===== src/rtl/pkg_framer_pkg.sv =====
// -----------------------------------------------------------------------------
// pkg_framer_pkg
// Shared definitions for the package framer. It holds the FSM state encoding,
// the frame constants and the header byte selector.
// This file has no ports.
// -----------------------------------------------------------------------------
package pkg_framer_pkg;

    typedef logic [7:0] byte_t;

    typedef enum logic [2:0] {
        IDLE,
        HDR,
        RD_REQ,
        RD_WAIT,
        PAY,
        CSUM
    } state_t;

    localparam byte_t SYNC0       = 8'hA5;
    localparam byte_t SYNC1       = 8'h5A;
    localparam int    HDR_LEN     = 6;
    localparam int    TRAILER_LEN = 1;

    // Header layout: sync word, sequence number, payload length (both MSB first).
    function automatic byte_t hdr_byte(input logic [2:0]  idx,
                                       input logic [15:0] seq,
                                       input logic [15:0] len);
        case (idx)
            3'd0:    return SYNC0;
            3'd1:    return SYNC1;
            3'd2:    return seq[15:8];
            3'd3:    return seq[7:0];
            3'd4:    return len[15:8];
            default: return len[7:0];
        endcase
    endfunction

endpackage


===== src/rtl/pkg_framer_if.sv =====
// -----------------------------------------------------------------------------
// pkg_framer_if
// Groups the framer's two handshakes: the ring_fifo read side and the
// valid/ready byte stream toward the WiFi transmitter.
//   package_ready : full package available in the FIFO
//   fifo_rd_en    : single-cycle read request to the FIFO
//   fifo_valid    : fifo_dout carries a byte this cycle
//   fifo_dout     : FIFO read data
//   tx_data       : frame byte
//   tx_valid      : tx_data is valid
//   tx_ready      : sink accepts the byte
// master = framer side, slave = FIFO + transmitter side.
// -----------------------------------------------------------------------------
interface pkg_framer_if;
    import pkg_framer_pkg::*;

    logic  package_ready;
    logic  fifo_rd_en;
    logic  fifo_valid;
    byte_t fifo_dout;
    byte_t tx_data;
    logic  tx_valid;
    logic  tx_ready;

    modport master (
        input  package_ready, fifo_valid, fifo_dout, tx_ready,
        output fifo_rd_en, tx_data, tx_valid
    );

    modport slave (
        output package_ready, fifo_valid, fifo_dout, tx_ready,
        input  fifo_rd_en, tx_data, tx_valid
    );

endinterface


===== src/rtl/pkg_framer.sv =====
// -----------------------------------------------------------------------------
// pkg_framer
// Drains one complete package from ring_fifo a byte at a time. It wraps the
// payload as: A5 5A seq_hi seq_lo len_hi len_lo payload... csum.
// csum is the 8-bit sum of seq, len and payload bytes. A read that gets no
// fifo_valid within rd_timeout cycles is padded with 0x00 and flags
// err_timeout, so the frame length is always package_size + 7.
// Ports:
//   sys_clk, sys_rst_n : clock, asynchronous active-low reset
//   bus (master)       : FIFO read handshake + tx valid/ready stream
//   busy               : high whenever the FSM is not in IDLE
//   seq                : sequence number of the next frame
//   err_timeout        : sticky read-timeout flag
// All outputs are registered.
// -----------------------------------------------------------------------------
module pkg_framer
    import pkg_framer_pkg::*;
#(
    parameter int data_width   = 8,
    parameter int package_size = 60,
    parameter int rd_timeout   = 64
) (
    input  logic                sys_clk,
    input  logic                sys_rst_n,
    pkg_framer_if.master        bus,
    output logic                busy,
    output logic [15:0]         seq,
    output logic                err_timeout
);

    localparam logic [15:0] LEN      = 16'(package_size);
    localparam logic [7:0]  TMO_LAST = 8'(rd_timeout - 1);
    localparam logic [2:0]  HDR_LAST = 3'(HDR_LEN - 1);

    state_t                 state_q, state_d;
    logic [2:0]             idx_q, idx_d;
    logic [15:0]            pay_q, pay_d;
    logic [7:0]             tmo_q, tmo_d;
    logic [data_width-1:0]  csum_q, csum_d;
    logic [data_width-1:0]  txd_q, txd_d;
    logic                   txv_q, txv_d;
    logic                   rd_q, rd_d;
    logic                   busy_q, busy_d;
    logic [15:0]            seq_q, seq_d;
    logic                   err_q, err_d;
    logic                   hs;

    assign hs = txv_q && bus.tx_ready;

    // NOTE: state is updated with non-blocking assignments so every flop samples
    // pre-edge values; blocking here would create order-dependent simulation.
    always_ff @(posedge sys_clk or negedge sys_rst_n) begin
        if (!sys_rst_n) state_q <= IDLE;
        else            state_q <= state_d;
    end

    // NOTE: every *_d gets a default (hold or idle value) before the case, so no
    // path leaves a variable unassigned and no latch is inferred.
    always_comb begin
        state_d = state_q;
        idx_d   = idx_q;
        pay_d   = pay_q;
        tmo_d   = tmo_q;
        csum_d  = csum_q;
        txd_d   = txd_q;
        txv_d   = txv_q;
        rd_d    = 1'b0;
        seq_d   = seq_q;
        err_d   = err_q;

        case (state_q)
            IDLE: begin
                if (bus.package_ready) begin
                    state_d = HDR;
                    idx_d   = 3'd0;
                    pay_d   = 16'd0;
                    txd_d   = SYNC0;
                    txv_d   = 1'b1;
                end
            end
            HDR: begin
                if (hs) begin
                    // Sync bytes are excluded from the checksum.
                    if (idx_q >= 3'd2) csum_d = csum_q + txd_q;
                    if (idx_q == HDR_LAST) begin
                        state_d = RD_REQ;
                        txv_d   = 1'b0;
                        rd_d    = 1'b1;
                    end else begin
                        idx_d = idx_q + 3'd1;
                        txd_d = hdr_byte(idx_q + 3'd1, seq_q, LEN);
                    end
                end
            end
            RD_REQ: begin
                // rd_q is high for exactly this one cycle.
                state_d = RD_WAIT;
                tmo_d   = 8'd0;
            end
            RD_WAIT: begin
                if (bus.fifo_valid) begin
                    state_d = PAY;
                    txd_d   = bus.fifo_dout;
                    txv_d   = 1'b1;
                end else if (tmo_q == TMO_LAST) begin
                    // Pad so the frame length stays fixed; the sink never stalls forever.
                    state_d = PAY;
                    txd_d   = '0;
                    txv_d   = 1'b1;
                    err_d   = 1'b1;
                end else begin
                    tmo_d = tmo_q + 8'd1;
                end
            end
            PAY: begin
                if (hs) begin
                    csum_d = csum_q + txd_q;
                    pay_d  = pay_q + 16'd1;
                    if (pay_q == LEN - 16'd1) begin
                        state_d = CSUM;
                        txd_d   = csum_q + txd_q;
                    end else begin
                        state_d = RD_REQ;
                        txv_d   = 1'b0;
                        rd_d    = 1'b1;
                    end
                end
            end
            CSUM: begin
                if (hs) begin
                    state_d = IDLE;
                    seq_d   = seq_q + 16'd1;
                    csum_d  = '0;
                    txv_d   = 1'b0;
                end
            end
            default: state_d = IDLE;
        endcase

        busy_d = (state_d != IDLE);
    end

    // NOTE: every register here is reset; there is no storage array, so the
    // whole datapath returns to a known state on sys_rst_n.
    always_ff @(posedge sys_clk or negedge sys_rst_n) begin
        if (!sys_rst_n) begin
            idx_q  <= '0;
            pay_q  <= '0;
            tmo_q  <= '0;
            csum_q <= '0;
            txd_q  <= '0;
            txv_q  <= 1'b0;
            rd_q   <= 1'b0;
            busy_q <= 1'b0;
            seq_q  <= '0;
            err_q  <= 1'b0;
        end else begin
            idx_q  <= idx_d;
            pay_q  <= pay_d;
            tmo_q  <= tmo_d;
            csum_q <= csum_d;
            txd_q  <= txd_d;
            txv_q  <= txv_d;
            rd_q   <= rd_d;
            busy_q <= busy_d;
            seq_q  <= seq_d;
            err_q  <= err_d;
        end
    end

    assign bus.tx_data    = txd_q;
    assign bus.tx_valid   = txv_q;
    assign bus.fifo_rd_en = rd_q;
    assign busy           = busy_q;
    assign seq            = seq_q;
    assign err_timeout    = err_q;

endmodule


===== src/flat_wrapper.sv =====
// flat-port wrapper written by rule: the top's interface ports become plain ports
module pkg_framer_flat import pkg_framer_pkg::*;
#(
    parameter int data_width   = 8,
    parameter int package_size = 60,
    parameter int rd_timeout   = 64
)
  (sys_clk, sys_rst_n, busy, seq, err_timeout, bus_package_ready, bus_fifo_valid, bus_fifo_dout, bus_tx_ready, bus_fifo_rd_en, bus_tx_data, bus_tx_valid);
  pkg_framer_if bus_i ();
  input  logic sys_clk;
  input  logic sys_rst_n;
  output logic busy;
  output logic [15:0] seq;
  output logic err_timeout;
  input wire logic [$bits(bus_i.package_ready)-1:0] bus_package_ready;
  input wire logic [$bits(bus_i.fifo_valid)-1:0] bus_fifo_valid;
  input wire logic [$bits(bus_i.fifo_dout)-1:0] bus_fifo_dout;
  input wire logic [$bits(bus_i.tx_ready)-1:0] bus_tx_ready;
  output wire logic [$bits(bus_i.fifo_rd_en)-1:0] bus_fifo_rd_en;
  output wire logic [$bits(bus_i.tx_data)-1:0] bus_tx_data;
  output wire logic [$bits(bus_i.tx_valid)-1:0] bus_tx_valid;
  assign bus_i.package_ready = bus_package_ready;
  assign bus_i.fifo_valid = bus_fifo_valid;
  assign bus_i.fifo_dout = bus_fifo_dout;
  assign bus_i.tx_ready = bus_tx_ready;
  assign bus_fifo_rd_en = bus_i.fifo_rd_en;
  assign bus_tx_data = bus_i.tx_data;
  assign bus_tx_valid = bus_i.tx_valid;
  pkg_framer #(.data_width(data_width), .package_size(package_size), .rd_timeout(rd_timeout)) u_core (.sys_clk(sys_clk), .sys_rst_n(sys_rst_n), .bus(bus_i), .busy(busy), .seq(seq), .err_timeout(err_timeout));
endmodule

===== config.mk =====
export PLATFORM = sky130hd
export DESIGN_NAME = pkg_framer_flat
export DESIGN_NICKNAME = d
export VERILOG_FILES = /design/src/rtl/pkg_framer_pkg.sv /design/src/rtl/pkg_framer_if.sv /design/src/rtl/pkg_framer.sv /design/src/flat_wrapper.sv
export SDC_FILE = /design/constraint.sdc
export NUM_CORES = 1
export LEC_CHECK = 0
export CORE_MARGIN = 1.5
export CORE_UTILIZATION = 35
export CTS_BUF_LIST = sky130_fd_sc_hd__clkbuf_4
export DETAILED_ROUTE_END_ITERATION = 10
export SLEW_MARGIN = 15
export SYNTH_ARGS = -nofsm -noshare
export SYNTH_HDL_FRONTEND = slang
export SYNTH_SLANG_ARGS = --single-unit
export TNS_END_PERCENT = 5

===== constraint.sdc =====
create_clock -name sys_clk -period 2.1 [get_ports sys_clk]
set_input_delay 0.42 -clock sys_clk [delete_from_list [all_inputs] [get_ports sys_clk]]
set_output_delay 0.42 -clock sys_clk [all_outputs]
set_load 0.01 [all_outputs]

* Word level (Yosys, flattened, before mapping) *
Index checks and enable logic that the tools add are counted.

operators by class
  muxes and demuxes = 47
  add/subtract/negate cells = 5
  reductions and logical operators = 18
  bitwise logic cells = 1
  eq/ne operators = 24
  magnitude comparators = 1

operators by type and width
  kind                                            count
  two-way mux 8 bit                               13
  case mux 8 bit (5 select lines)                 1
  two-way mux 3 bit                               11
  adder 16 x 1 -> 16 bit, second input constant   2
  two-way mux 16 bit                              2
  case mux 16 bit (2 select lines)                1
  case mux 8 bit (4 select lines)                 1
  case mux 8 bit (3 select lines)                 1
  case mux 3 bit (6 select lines)                 1
  == test 16 x 6 -> 1 bit, second input constant  1
  case mux 8 bit (2 select lines)                 1
  == test 3 x 2 -> 1 bit, second input constant   4
  == test 3 bit, second input constant            4
  two-way mux 1 bit                               12
  != test 2 x 1 -> 1 bit, second input constant   6
  != test 2 bit, second input constant            5
  AND reduction 3 bit                             3
  adder 8 x 1 -> 8 bit, second input constant     1
  adder 8 bit                                     1
  == test 8 x 6 -> 1 bit, second input constant   1
  AND reduction 8 bit                             1
  AND reduction 7 bit                             1
  == test 3 x 1 -> 1 bit, second input constant   2
  logical NOT 3 bit                               2
  other kinds (15)                                18

storage, ports and cells
  output and inout bits = 28
  flip-flop bits (word level) = 66
  word-level logic and storage cells = 107
  input bits = 13

* Logic depth before layout (Yosys ltp) *
  depth in word-level cells = 6
  mapped depth = 8
  gate-level depth less buffers = 8

* Worst setup path before layout *
OpenSTA, ideal clock, no wires.

  path type = register to register
  from = reg u_core.pay_q[0]
  to = reg u_core.txd_q[6], in the netlist u_core.bus.tx_data[6]
  period minus slack after synthesis = 2.051 ns
  setup time = 0.072 ns
  required time = 2.028 ns
  slack = 0.049 ns
  arrival time = 1.979 ns
  buffers on the path = 0
  stages on the path, launching flop included = 8
  path through = dfrtp_1 > ha_1 > and4_1 > nand4_2 > o22a_1 > or2_4 > or4_1 > nand4_1

between the ends
  word-level cells in the longest chain between the ends = 3

ends and longest elaborated chain
  what                              RTL line           RTL
  from (decl)                       pkg_framer.sv:37   logic [15:0] pay_q, pay_d;
  from (signal assigned)            pkg_framer.sv:159  pay_q <= pay_d;
  == test 16 x 6 -> 1 bit           pkg_framer.sv:119  if (pay_q == LEN - 16'd1) begin
  != test 2 x 1 -> 1 bit (no line)  n/a
  AND reduction 7 bit (no line)     n/a
  to (signal assigned)              pkg_framer.sv:162  txd_q <= txd_d;
  to (decl)                         pkg_framer.sv:40   logic [data_width-1:0] txd_q, txd_d;

Every way passes these cells.
A chain may end at the register's enable or synchronous reset.

* Worst setup path after layout *
  from = reg u_core.idx_q[1]
  to = reg u_core.txd_q[5], in the netlist u_core.bus.tx_data[5]

between the ends
  word-level cells in the longest chain between the ends = 6
  elaborated cells on any way between the ends = 13
  classes of those cells = 1 x add/sub; 6 x eq/ne; 4 x mux; 2 x reduce/logical

ends and longest elaborated chain
  what                                         RTL line              RTL
  from (decl)                                  pkg_framer.sv:36      logic [2:0] idx_q, idx_d;
  from (signal assigned)                       pkg_framer.sv:158     idx_q <= idx_d;
  adder 3 x 1 -> 3 bit                         pkg_framer.sv:91      txd_d = hdr_byte(idx_q + 3'd1, seq_q, LEN);
  == test 3 bit, or another cell as far along  pkg_framer_pkg.sv:29  case (idx)
  case mux 8 bit (5 select lines)              pkg_framer_pkg.sv:29
  two-way mux 8 bit                            pkg_framer.sv:85      if (idx_q == HDR_LAST) begin
  two-way mux 8 bit                            pkg_framer.sv:82      if (hs) begin
  case mux 8 bit (4 select lines)              pkg_framer.sv:71      case (state_q)

Several ways; a longest one is shown, not always the timed one. The select of a mux whose other input is x is not followed.

==> flow_metrics.env <==
export IMPL_grt_max_degree=67
export IMPL_tritoncts="built"
export IMPL_die_y_um=107
export IMPL_grt_use_total=0.184
export IMPL_cap_violations=0
export IMPL_drc=0
export IMPL_wl_um=9760
export IMPL_synth_compound_area_share=0.168
export IMPL_synth_main_ff_cell="dfrtp_1"
export IMPL_fin_worst_skew_ns=0.0103
export IMPL_final_common_cell="dfrtp_1"
export IMPL_gr_total_overflow=0
export IMPL_ys_ff_latch=66
export IMPL_placementRows=37
export IMPL_yosysSeqAreaShare=0.439
export IMPL_mostFrequentLayoutCells="dfrtp_1, buf_4, nor2_1, clkdlybuf4s50_1, nand2_1"
export IMPL_hold_viol=0
export IMPL_hold_ws_ns=0.497
export IMPL_required_ns=2.42
export IMPL_critPathCaptureType="register"
export IMPL_cts_buffers=9
export IMPL_period_share=0.988
export IMPL_synth_avg_cell_area_sq_um=9.52
export IMPL_dieWidth_um=107
export IMPL_maxSlewHeadroom=0.634
export IMPL_port_buffers=40
export IMPL_synthMuxAreaShare=0.00566
export IMPL_coreArea_sq_mm=0.0104
export IMPL_synth_edf_count=0
export IMPL_drive_gt1_frac=0.196
export IMPL_synth_largest_area_cell="dfrtp_1"
export IMPL_yosysTopAreaCellShare=0.439
export IMPL_synthesis_area_sq_mm=0.00376
export IMPL_initial_core_util=0.362
export IMPL_max_freq_mhz=482
export IMPL_post_place_ws_ns=-0.346
export IMPL_detail_route_iter0_violations=152
export IMPL_grt_pass1_vias=3383
export IMPL_post_drt_wl_per_cell_um=15.3
export IMPL_arrival_ns=2.40
export IMPL_synth_xor_area_share=0.0885
export IMPL_total_power_mw=5.53
export IMPL_dpl_cell_area_sq_mm=0.00475
export IMPL_setup_tns_final_ns=0
export IMPL_io_pins=41
export IMPL_dp_cells=619
export IMPL_vias=3389
export IMPL_first_pass_iters=5
export IMPL_final_nets=524
export IMPL_synth_top_family_by_area="simple AND/OR/NAND/NOR gates"
export IMPL_finalNonFillerCells=637
export IMPL_fill_cells=1017
export IMPL_synth_nets=424
export IMPL_vias_per_cell=5.32
export IMPL_ant_nets=0
export IMPL_path_clk_slew_ns=0.11
export IMPL_clockBufferDepth=2
export IMPL_period_minus_slack_ns=2.08
export IMPL_path_max_fanout=4
export IMPL_synth_async_reset_ratio=1.00
export IMPL_place_gp_congestion=0.901
export IMPL_critPathLaunchType="register"
export IMPL_synth_area_leaders="dfrtp_1, ha_1, xnor2_1"
export IMPL_tightest_slew_ns=0.545
export IMPL_min_path_type="register to register"
export IMPL_synth_cell_type_count=56
export IMPL_vdd_drop_max_v=0.000459
export IMPL_postSynthCellCount=395
export IMPL_ctsRootBufferMaster="clkbuf_4"
export IMPL_post_cts_buffers=0
export IMPL_p_per_area_mw_per_mm2=1110
export IMPL_status="finished, final reports clean"
export IMPL_cts_num_sinks=66
export IMPL_die_area_sq_mm=0.0114
export IMPL_synth_fa_ha_area_frac=0.0553
export IMPL_yosysWarnings=0
export IMPL_setup_violations=0
export IMPL_fin_ws_ns=0.0246
export IMPL_path_class="register to register"
export IMPL_utilization=0.479
export IMPL_postLayoutCellArea_sq_mm=0.00496
export IMPL_syn2layout_area_growth_pct=32.0
export IMPL_h_tree_depth=3
export IMPL_grt_setup_unrepaired="true"
export IMPL_grt_pass1_wl_um=16500
export IMPL_antenna_found_initial=1
export IMPL_slew_viol_final=0
export IMPL_p_leak_nw=2.23
export IMPL_dp_hpwl_um=7270
export IMPL_clk_latency_ns=0.42
export IMPL_synth_simple_area_share=0.214
[synth_stat cells (all sizes together) (3+ instances only)]
master,instances
nor4,3
a221oi,3
o21ai,29
inv,15
a22o,3
nor2,39
and4,4
buf,3
a222oi,5
xnor2,21
o31ai,5
ha,15
a21o,4
xor2,17
a21oi,16
nand4,11
and3,7
and2,3
clkbuf,8
nor3,12
dfrtp,66
nand2,37
nand3,21
a221o,9
or3,7
o21bai,3
nand2b,3
[path summary, 6_finish.rpt]
path / from / to / slack (ns) / cells after the start
worst max register to register: u_core.idx_q[1] / u_core.bus.tx_data[5] / 0.02 / 7
max in group asynchronous: sys_rst_n / u_core.state_q[1] / 1.26 / 3
min in group asynchronous: sys_rst_n / u_core.seq[6] / 0.54 / 3
worst min-delay path: u_core.csum_q[6] / u_core.csum_q[6] / 0.50 / 2
worst max-delay path: u_core.idx_q[1] / u_core.bus.tx_data[5] / 0.02 / 7
worst min register to register: u_core.csum_q[6] / u_core.csum_q[6] / 0.50 / 2
[repair_timing]
item	in CTS	in global routing
cloned	0	0
hold endpoints to repair	29	0
pin swaps	3	5
hold buffers	1	0
gates resized for setup	4	10
endpoints found under the setup margin	3	10
[sequential cells by signal (all words and copies together) (netlist names)]
name and count:
u_core.bus.fifo_rd_en 1, u_core.bus.tx_data 8, u_core.bus.tx_valid 1, u_core.busy 1
u_core.csum_q 8, u_core.err_timeout 1, u_core.idx_q 3, u_core.pay_q 16
u_core.seq 16, u_core.state_q 3, u_core.tmo_q 8
[final cells by class]
type | instances | area [sq um] | area share
well taps | 136 | 170 | 0.0343
clock buffers | 10 | 75.1 | 0.0151
inverters | 16 | 60.1 | 0.0121
diodes | 1 | 2.50 | 0.000504
multi-input cells | 302 | 2030 | 0.410
clock inverters | 6 | 81.3 | 0.0164
flip-flops and latches | 66 | 1650 | 0.333
repair buffers | 100 | 886 | 0.179
[layer usage]
layer,global-route usage,share of wire
met1,0.247,0.46
met2,0.290,0.48
met3,0.0407,0.039
met4,0.0724,0.020
met5,0,0
[where the power goes]
group | total [mW] | switching, mW | internal (mW)
registers | 1.74 | 0.228 | 1.51
logic | 2.82 | 1.46 | 1.36
clock network | 0.967 | 0.478 | 0.488
[cells by family (layout without fill, tap and decap cells)]
logic type | after synthesis | after routing
other cells | 0 | 1
mux | 2 | 2
compound gates | 90 | 90
buf+inv | 27 | 132
simple gates | 156 | 156
fa+ha+maj | 16 | 16
flops | 66 | 66
xor+xnor | 38 | 38
[critical path: stages, from the launching register on]
cell and delay [ns]:
dfrtp_1 0.43, inv_1 0.11, ha_2 0.22, nor3_1 0.06, or3_1 0.36, a221o_1 0.29
a221o_2 0.36, o22a_1 0.16
(Power assumes the default switching activity.)
